`src/rtl/multicycle_adder.sv`:
```
// multicycle_adder: WIDTH-bit adder computing CHUNK bits per cycle; define SUBTRACT_EN to add the op port (a - b).
// Latency WIDTH/CHUNK cycles from accept to done; start is ignored (not queued) while busy.
module multicycle_adder #(
   parameter int WIDTH = 32,
   parameter int CHUNK = 4
) (
   input  logic             clk,
   input  logic             reset,
   input  logic             start,
   input  logic [WIDTH-1:0] a,
   input  logic [WIDTH-1:0] b,
   input  logic             carry_in,
`ifdef SUBTRACT_EN
   input  logic             op,
`endif
   output logic             busy,
   output logic             done,
   output logic [WIDTH-1:0] sum,
   output logic             carry_out,
   output logic             overflow,
   output logic             zero
);

   localparam int N  = WIDTH / CHUNK;
   localparam int CW = $clog2(N + 1);

   if (CHUNK < 1 || CHUNK > WIDTH || (WIDTH % CHUNK) != 0) begin : g_bad_params
      $error("multicycle_adder: CHUNK must divide WIDTH");
   end

   typedef enum logic [1:0] {
      IDLE = 2'd0,
      RUN  = 2'd1,
      DONE = 2'd2
   } state_t;

   state_t           state;
   logic [WIDTH-1:0] a_r;
   logic [WIDTH-1:0] b_r;
   logic             carry;
   logic [CW-1:0]    idx;
`ifdef SUBTRACT_EN
   logic             op_r;
`endif

   int               base;
   logic [CHUNK-1:0] a_sl;
   logic [CHUNK-1:0] b_sl;
   logic [CHUNK-1:0] b_eff;
   logic [CHUNK:0]   sl_sum;
   logic             msb_cin;
   logic             last;
   logic [WIDTH-1:0] sum_nxt;

   always_comb begin
      base    = int'(idx) * CHUNK;
      a_sl    = a_r[base +: CHUNK];
      b_sl    = b_r[base +: CHUNK];
`ifdef SUBTRACT_EN
      b_eff   = op_r ? ~b_sl : b_sl;
`else
      b_eff   = b_sl;
`endif
      sl_sum  = {1'b0, a_sl} + {1'b0, b_eff} + {{CHUNK{1'b0}}, carry};
      // Carry into the word MSB, recovered from the MSB's sum and operand bits.
      msb_cin = sl_sum[CHUNK-1] ^ a_sl[CHUNK-1] ^ b_eff[CHUNK-1];
      last    = (idx == CW'(N - 1));
      sum_nxt = sum;
      sum_nxt[base +: CHUNK] = sl_sum[CHUNK-1:0];
   end

   always_ff @(posedge clk or posedge reset) begin
      if (reset) begin
         state     <= IDLE;
         a_r       <= '0;
         b_r       <= '0;
         carry     <= 1'b0;
         idx       <= '0;
`ifdef SUBTRACT_EN
         op_r      <= 1'b0;
`endif
         busy      <= 1'b0;
         done      <= 1'b0;
         sum       <= '0;
         carry_out <= 1'b0;
         overflow  <= 1'b0;
         zero      <= 1'b0;
      end else begin
         case (state)
            IDLE, DONE: begin
               done <= 1'b0;
               if (start) begin
                  a_r   <= a;
                  b_r   <= b;
`ifdef SUBTRACT_EN
                  op_r  <= op;
                  carry <= op ? 1'b1 : carry_in;
`else
                  carry <= carry_in;
`endif
                  idx   <= '0;
                  sum   <= '0;
                  busy  <= 1'b1;
                  state <= RUN;
               end else begin
                  state <= IDLE;
               end
            end
            RUN: begin
               sum   <= sum_nxt;
               carry <= sl_sum[CHUNK];
               if (last) begin
                  carry_out <= sl_sum[CHUNK];
                  overflow  <= msb_cin ^ sl_sum[CHUNK];
                  zero      <= (sum_nxt == '0);
                  busy      <= 1'b0;
                  done      <= 1'b1;
                  state     <= DONE;
               end else begin
                  idx <= idx + CW'(1);
               end
            end
            default: begin
               busy  <= 1'b0;
               done  <= 1'b0;
               state <= IDLE;
            end
         endcase
      end
   end

endmodule
```
`config.mk`:
```
export PLATFORM = sky130hd
export DESIGN_NAME = multicycle_adder
export DESIGN_NICKNAME = d
export VERILOG_FILES = /design/src/rtl/multicycle_adder.sv
export SDC_FILE = /design/constraint.sdc
export NUM_CORES = 1
export LEC_CHECK = 0
export ABC_AREA = 1
export BUFFER_PORTS_ARGS = -buffer_cell sky130_fd_sc_hd__buf_2
export CAP_MARGIN = 20
export CORE_ASPECT_RATIO = 0.6
export CORE_MARGIN = 2
export CORE_UTILIZATION = 52
export DETAILED_ROUTE_END_ITERATION = 7
export HOLD_SLACK_MARGIN = 0.08
export PLACE_DENSITY_LB_ADDON = 0.2
export SLEW_MARGIN = 10
export SYNTH_ARGS = -nofsm -noshare
export SYNTH_HDL_FRONTEND = slang
export SYNTH_SLANG_ARGS = --single-unit
```
`constraint.sdc`:
```
create_clock -name clk -period 3.8 [get_ports clk]
set_clock_uncertainty 0.2 [all_clocks]
set_input_delay 0.19 -clock clk [delete_from_list [all_inputs] [get_ports clk]]
set_output_delay 0.19 -clock clk [all_outputs]
set_load 0.05 [all_outputs]
```
# --- Word level (Yosys, flattened, before mapping) ---
# Index checks and enable logic that the tools add are counted.
totals:
  ff_bits: 108
  out_inout_bits: 37
  input_bits: 68
op_classes:
  n_mux: 16
  reduce_logical: 9
  n_addsub: 4
  n_eq_ne: 6
  n_bitwise: 3
  shift: 4
op_table:
  columns: ["operator", "count"]
  rows:
  - ["$pmux W32 S2", 1]
  - ["$shiftx A32 B7 Y4", 2]
  - ["$neg A6 Y33", 1]
  - ["$shift A4 B33 Y32 const A", 1]
  - ["$shiftx A4 B33 Y32", 1]
  - ["$bwmux W32", 1]
  - ["$logic_not A32 Y1", 1]
  - ["$mux W32", 1]
  - ["$mux W4", 2]
  - ["$pmux W4 S2", 1]
  - ["$reduce_and A2 Y1", 4]
  - ["$mux W1", 6]
  - ["$ne A2 B2 Y1 const B", 3]
  - ["$add A4 B4 Y5", 1]
  - ["$add A5 B1 Y5", 1]
  - ["$add A4 B1 Y4 const B", 1]
  - ["$eq A4 B3 Y1 const B", 1]
  - ["$pmux W1 S2", 2]
  - ["$pmux W2 S2", 1]
  - ["$reduce_and A3 Y1", 1]
  - ["$xor A1 B1 Y1", 3]
  - ["$eq A2 B1 Y1 const B", 1]
  - ["$eq A2 B2 Y1 const B", 1]
  - ["$logic_not A2 Y1", 1]
  - ["other kinds (3)", 3]

# --- Longest topological paths before layout ---
# Gate-level depths: netlist (run 1).
depth:
  depth_word: 6
  ltp_mapped: 22
  depth_no_buf: 20

# --- Least setup slack after synthesis (run 1) ---
# Ideal clock, no wire load.
synth_timing:
  path_kind: "register to register"
  from: "register idx[0]"
  to: "register zero"
  arrival_ns: 3.043
  path_stages_with_launch: 22
  synth_period_minus_slack_ns: 3.361
  setup_slack_ns: 0.439
  cell_sequence: "dfrtp_1 -> buf_2 -> buf_2 -> buf_2 -> buf_2 -> a21oi_1 -> o21ai_0 -> a31oi_1 -> fa_1 -> fa_1 -> xor2_1 -> nand2_1 -> nor2_1 -> inv_1 -> nand2_1 -> nand2_1 -> nand2_1 -> nor2_1 -> nand2_1 -> nor2_1 -> nand3_1 -> nand2_1"
synth_via:
  elab_chain_len: 6
  elab_cells_between_ends: 11
  classes_between: "add/sub: 3; eq/ne: 1; shift: 4; mux: 1; reduce/logical: 2"
synth_lines:
  columns: ["item", "line", "source"]
  rows:
  - ["from (decl)", "41", "logic [CW-1:0] idx;"]
  - ["from (signal assigned)", "120", "idx <= idx + CW'(1);"]
  - ["$shiftx A32 B7 Y4, on equally long branches", "57, 58", null]
  - ["$add A4 B4 Y5", "64", "sl_sum = {1'b0, a_sl} + {1'b0, b_eff} + {{CHUNK{1'b0}}, carry};"]
  - ["$add A5 B1 Y5", "64", null]
  - ["$shiftx A4 B33 Y32", "69", "sum_nxt[base +: CHUNK] = sl_sum[CHUNK-1:0];"]
  - ["$bwmux W32", "69", null]
  - ["$logic_not A32 Y1", "115", "zero <= (sum_nxt == '0);"]
  - ["to (signal assigned)", "115", null]
  - ["to (decl)", "21", "output logic zero"]
# Several ways; a longest one is shown, not always the timed one.
# A chain may end at the register's enable or synchronous reset.

# --- Worst setup path in the final report (run 1) ---
layout_timing:
  from: "register idx[1]"
  to: "register zero"
# Same word-level chain as after synthesis.

==> results of run 1 <==
registers in the layout, summed over array words and instances (netlist names):
signal     count
done           1
sum           32
a_r           32
state          1
overflow       1
idx            4
b_r           32
zero           1
carry_out      1
busy           1
carry          1
cells in the final DEF, fill, tap and decap left out, drive strengths merged, types with 2 or more instances in the layout:
| master | n |
|---|---|
| fa | 2 |
| a31oi | 7 |
| xnor2 | 2 |
| ha | 6 |
| nand3 | 48 |
| o211ai | 6 |
| dlygate4sd3 | 66 |
| nor2 | 54 |
| clkbuf | 10 |
| nand4 | 14 |
| buf | 118 |
| a21oi | 16 |
| o21ai | 66 |
| clkinvlp | 4 |
| nand2 | 287 |
| dfrtp | 107 |
| inv | 64 |
| o22ai | 24 |
what timing repair did:
item / in CTS / in global routing
hold buffers: 66 / 0
resized for setup: 0 / 5
hold endpoints to repair: 108 / 0
setup endpoints to repair: 0 / 1
report_power, final:
part / leakage, nW / switching (mW) / internal, mW
combinational: 2.34 / 3.09 / 1.33
clock: 0.143 / 0.432 / 0.536
sequential: 1.37 / 0.301 / 1.65
worst max-delay path by stage:
stage	start	to	slack, ns
after floorplan	idx[0]	zero	0.44
after global placement	idx[1]	zero	0.45
after detailed placement	idx[1]	zero	0.24
after CTS	idx[1]	zero	0.20
after global routing	idx[1]	zero	0.03
final	idx[1]	zero	0.26
kinds of logic after synthesis:
| group | Yosys count |
|---|---|
| buffers and inverters | 102 |
| DFF | 107 |
| and+or+nand+nor | 406 |
| adders and majority gates | 8 |
| xor gates and xnor gates | 3 |
| AOI/OAI and AO/OA | 121 |
metal layers:
| metal | track usage | share of wire | up-vias |
|---|---|---|---|
| met5 | 0 | 0 | - |
| met4 | 0.06494 | 0.014 | 0 |
| met3 | 0.06788 | 0.077 | 23 |
| met2 | 0.4073 | 0.42 | 237 |
| met1 | 0.4279 | 0.49 | 2721 |
| li1 | - | - | 2723 |
worst reg2reg max path, stage by stage, from the launching register on:
cell     delay [ns]
dfrtp_2        0.46
buf_6          0.24
a21oi_1        0.07
o21ai_0        0.09
o21ai_0        0.13
o21ai_0        0.20
a31oi_1        0.08
fa_1           0.43
fa_1           0.43
xor2_1         0.25
nand2_2        0.16
nor2_2         0.19
nand3_1        0.11
nand2_1        0.10
nor2_1         0.04
nand2_1        0.07
nor2_1         0.06
nand3_1        0.09
nand2_1        0.05
metrics by stage:
step	instances	hold WS, ns	cell area, um2	util
after floorplan	747	0.09962	5614	-
after global placement	966	0.08061	6259	0.5948
after detailed placement	966	0.09151	6259	0.5948
after CTS	1048	0.1322	7231	0.6872
after global routing	1048	0.1745	7244	0.6885
final	1048	0.1382	7244	0.6885
final cells by class:
type                       instances  share of cell area
sequential                       107              0.3698
multi-input combinational        538              0.3489
timing repair buffer             184              0.1798
inverter                          64             0.03454
clock buffer                      10             0.03299
tap                              139             0.02401
clock inverter                     6             0.01002
==> impl_metrics.yaml, run 1 <==
clock_tree:
  clockBufferDepth: 2
  cts_inserted_buffers: 9
  cts_tree: "done"
  clk_pin_slew_ns: 0.07
  clkLatencyLatePin_ns: 0.35
  cts_setup_buffers: 0
  htreeDepth: 3
  root_buffer: "clkbuf_16"
  cts_sinks: 107
worst_setup_path:
  crit_type: "reg2reg"
  worst_ep_required_time_ns: 3.84
  worstSetupEndpointType: "register"
  crit_slowest_cell: "dfrtp_2"
  r2r-start: "idx[1]"
  reg2reg_depth: 18
  critPathTopFamily: "adder cells"
  r2r_setup_slack_ns: 0.26
  cp_max_fo: 21
  path_depth: 18
  crit_chain: "buf_6, a21oi_1, o21ai_0, o21ai_0, o21ai_0, a31oi_1, fa_1, fa_1, xor2_1, nand2_2, nor2_2, nand3_1, nand2_1, nor2_1, nand2_1, nor2_1, nand3_1, nand2_1"
  max_stage_delay_ns: 0.46
  start_kind: "register"
  crit_arrival_ns: 3.59
  r2r-end: "zero"
  critPathBufInv: 1
sta:
  setup_viol: 0
  slew_headroom: 0.5089
  tns_ns: 0
  rsz0062_at_grt: "no"
  tightest_slew_ns: 0.7349
  min_period_ns: 3.542
  hold_viol_final: 0
  drv_slew: 0
  max_freq_mhz: 282.3
  finalCritPeriodShare: 0.9320
  worst_slack_ns: 0.2583
route:
  first_pass_iters: 5
  routed_via_density: 5.443
  routed_wl_um: 16070
  ant_nets: 0
  avgRoutedWirePerCell_um: 15.34
  drt_iter0_drc: 528
  vias: 5704
  drc: 0
hold_path:
  hold_depth: 3
  hold_class: "in2reg"
  min-delay-start: "start"
  holdPathEnd: "busy"
placed_design:
  dpl.hpwl_um: 11090
  dp_slack_ns: 0.2420
  port_buffers: 104
  place_congestion: 0.9399
synthesis:
  synth.ff_latch_count: 107
  synthesis.area_mm2: 0.005614
  synth_edf_count: 0
  async_flop_share: 1.000
  syn_inst: 747
  yosysTopAreaCell: "dfrtp_1"
  yosysSeqAreaShare: 0.4769
  synth_top_area_frac: 0.4769
  synth.net_count: 823
  ys.flop_type: "dfrtp_1"
  synth_area_leaders: "dfrtp_1 (48%), nand2_1 (19%), o21ai_0 (5.3%)"
  synthSimpleGateAreaFrac: 0.3051
  synth-compound-area-share: 0.1186
  synth_adder_area_share: 0.02050
  ys_warn_count: 0
  synth_area_per_cell_um2: 7.516
  synth_top_family_by_area: "simple AND/OR/NAND/NOR gates"
  synth_common_cells: "nand2_1 (283), dfrtp_1 (107), o21ai_0 (60), inv_1 (58), nor2_1 (47)"
  synthXorXnorAreaFrac: 0.004680
  synthDistinctLibCells: 37
  yosysMostFrequentCell: "nand2_1"
  synth_mux_area_frac: 0
global_route:
  grt_pass1_wl_um: 26390
  antenna_found_initial: 0
  grt_max_degree: 73
  grt_pass1_vias: 5304
  grt_util_all_layers: 0.2809
  gr-total-overflow: 0
pwr:
  power.density_mw_per_mm2: 1014
  p_leak_nw: 3.858
  power_mw: 7.347
  ir_drop_mv: 0.6191
flow_run:
  cap_viol_max_count: 0
finish:
  synthToLayoutAreaGrowth_pct: 29.04
  multi_input_area_mm2: 0.002527
  fillers: 853
  drive_above_1_share: 0.1782
  register_area_mm2: 0.002679
  fin_nets: 980
  diodes: 0
floorplanning:
  start_util: 0.5335
  coreArea_mm2: 0.01052
  die_h_um: 84.49
  dieArea_mm2: 0.01167
  die_w_um: 138.1
  placementRows: 29
  ios: 105
status:
  status: "finished clean"
No activity file was read; power rests on OpenSTA's default activity.
==> inputs of run 2 (changes only) <==
BUFFER_PORTS_ARGS = default   (was -buffer_cell sky130_fd_sc_hd__buf_2)
DONT_BUFFER_PORTS = 1   (was default)
==> impl_metrics.yaml, run 2 (synthesis gave the netlist of run 1 again) <==
global_route:
  gr-total-overflow: 0
  grt_util_all_layers: 0.2798
  grt_pass1_vias: 5031
  antenna_found_initial: 0
  grt_pass1_wl_um: 25940
  grt_max_degree: 63
clock_tree:
  clk_pin_slew_ns: 0.07
  htreeDepth: 3
  cts_tree: "done"
  cts_inserted_buffers: 9
  clkLatencyLatePin_ns: 0.35
  root_buffer: "clkbuf_16"
  cts_sinks: 107
  clockBufferDepth: 2
placed_design:
  dpl.hpwl_um: 10850
  port_buffers: 0
  place_congestion: 0.9454
route:
  routed_wl_um: 15710
  ant_nets: 0
  first_pass_iters: 7
  drc: 0
  routed_via_density: 5.573
  drt_iter0_drc: 523
  vias: 5283
  avgRoutedWirePerCell_um: 16.57
sta:
  tns_ns: 0
  rsz0062_at_grt: "no"
  tightest_slew_ns: 0.7122
  min_period_ns: 3.559
  hold_viol_final: 0
  setup_viol: 0
  max_freq_mhz: 281.0
  slew_headroom: 0.5245
  hold_ws_ns: 0.1539
  drv_slew: 0
  finalCritPeriodShare: 0.9365
worst_setup_path:
  critPathTopFamily: "adder cells"
  cp_max_fo: 13
  crit_type: "reg2reg"
  worst_ep_required_time_ns: 3.84
  start_kind: "register"
  max_stage_delay_ns: 0.48
  crit_slowest_cell: "fa_1"
  critPathBufInv: 2
  crit_arrival_ns: 3.60
  cpMostUsedCell: "nand2_1"
  worstSetupEndpointType: "register"
  crit_chain: "buf_4, o21ai_0, o22ai_1, o21ai_0, a31oi_1, fa_1, fa_1, xor2_1, nand2_1, nor2_1, inv_1, nand2_1, nand2_1, nand2_1, nor2_1, nand2_1, nor2_1, nand3_1, nand2_1"
pwr:
  power.share.combinational: 0.513
  power.density_mw_per_mm2: 1061
  power_mw: 7.146
  ir_drop_mv: 0.7977
  p_leak_nw: 3.413
  pwr-share-seq: 0.355
  switching_share: 0.5267
  intPower_mw: 3.382
  clkPwrFrac: 0.132
  p_sw_mw: 3.764
finish:
  drive_above_1_share: 0.07417
  synthToLayoutAreaGrowth_pct: 19.99
  fin_nets: 881
  utilization: 0.6402
  final_common_cell: "nand2_1"
  final_cell_mix: "nand2_1 (282), dfrtp_1 (106), dlygate4sd3_1 (66)"
  diodes: 0
  largestRegisters: "a_r x32, b_r x32, sum x32"
status:
  status: "finished clean"
flow_run:
  cap_viol_max_count: 0
floorplanning:
  coreArea_mm2: 0.01052
  start_util: 0.5335
  dieArea_mm2: 0.01167
  placementRows: 29
  die_w_um: 138.1
  ios: 105
  die_h_um: 84.49
hold_path:
  hold_class: "in2async"
==> run 2: per-stage QoR <==
stage | instance area [um2] | setup slack, ns | instances
finish | 6736 | 0.2414 | 948
global route | 6736 | 0.03079 | 948
CTS | 6713 | 0.2194 | 946
detailed placement | 5761 | 0.2498 | 865
global placement | 5761 | 0.3798 | 865
floorplan | 5614 | 0.4393 | 747
==> run 2: routing by layer <==
layer	vias up	global-route usage	routed length, um
li1	2529	-	-
met2	259	0.4014	6613
met3	20	0.07131	1472
met4	0	0.06308	185
met5	-	0	0
met1	2475	0.4285	7438
==> run 2: cell type report <==
type	instances	area, um2
Clock inverter	5	62.56
Inverter	64	254.0
Clock buffer	10	229.0
Sequential cell	107	2679
Fill cell	905	3786
Timing Repair Buffer	85	815.8
Tap cell	139	173.9
Multi-Input combinational cell	538	2522
==> run 2: what timing repair did <==
item	4_1_cts	5_1_grt
setup buffers	0	2
endpoints found under the hold margin	130	0
resized for setup	0	3
hold buffers	66	0
endpoints found under the setup margin	0	1
==> run 2: path summary, 6_finish.rpt <==
check	startpoint	end	slack [ns]	depth (start not counted)
hold reg to reg	b_r[17]	b_r[17]	0.28	2
setup / recovery	idx[0]	zero	0.24	19
max in group asynchronous	reset	sum[3]	2.30	3
hold / removal	reset	b_r[3]	0.15	2
min in group clk	start	busy	0.18	3
setup reg to reg	idx[0]	zero	0.24	19
==> run 2: power by group through the flow <==
stage / Clock (mW) / Combinational [mW] / Sequential [mW]
6_report: 0.942 / 3.66 / 2.54
3_5_place_dp: 0 / 3.49 / 2.55
2_1_floorplan: 0 / 2.67 / 2.43
4_1_cts: 0.944 / 3.57 / 2.53
5_1_grt: 0.992 / 4.12 / 2.59
3_3_place_gp: 0 / 3.39 / 2.55
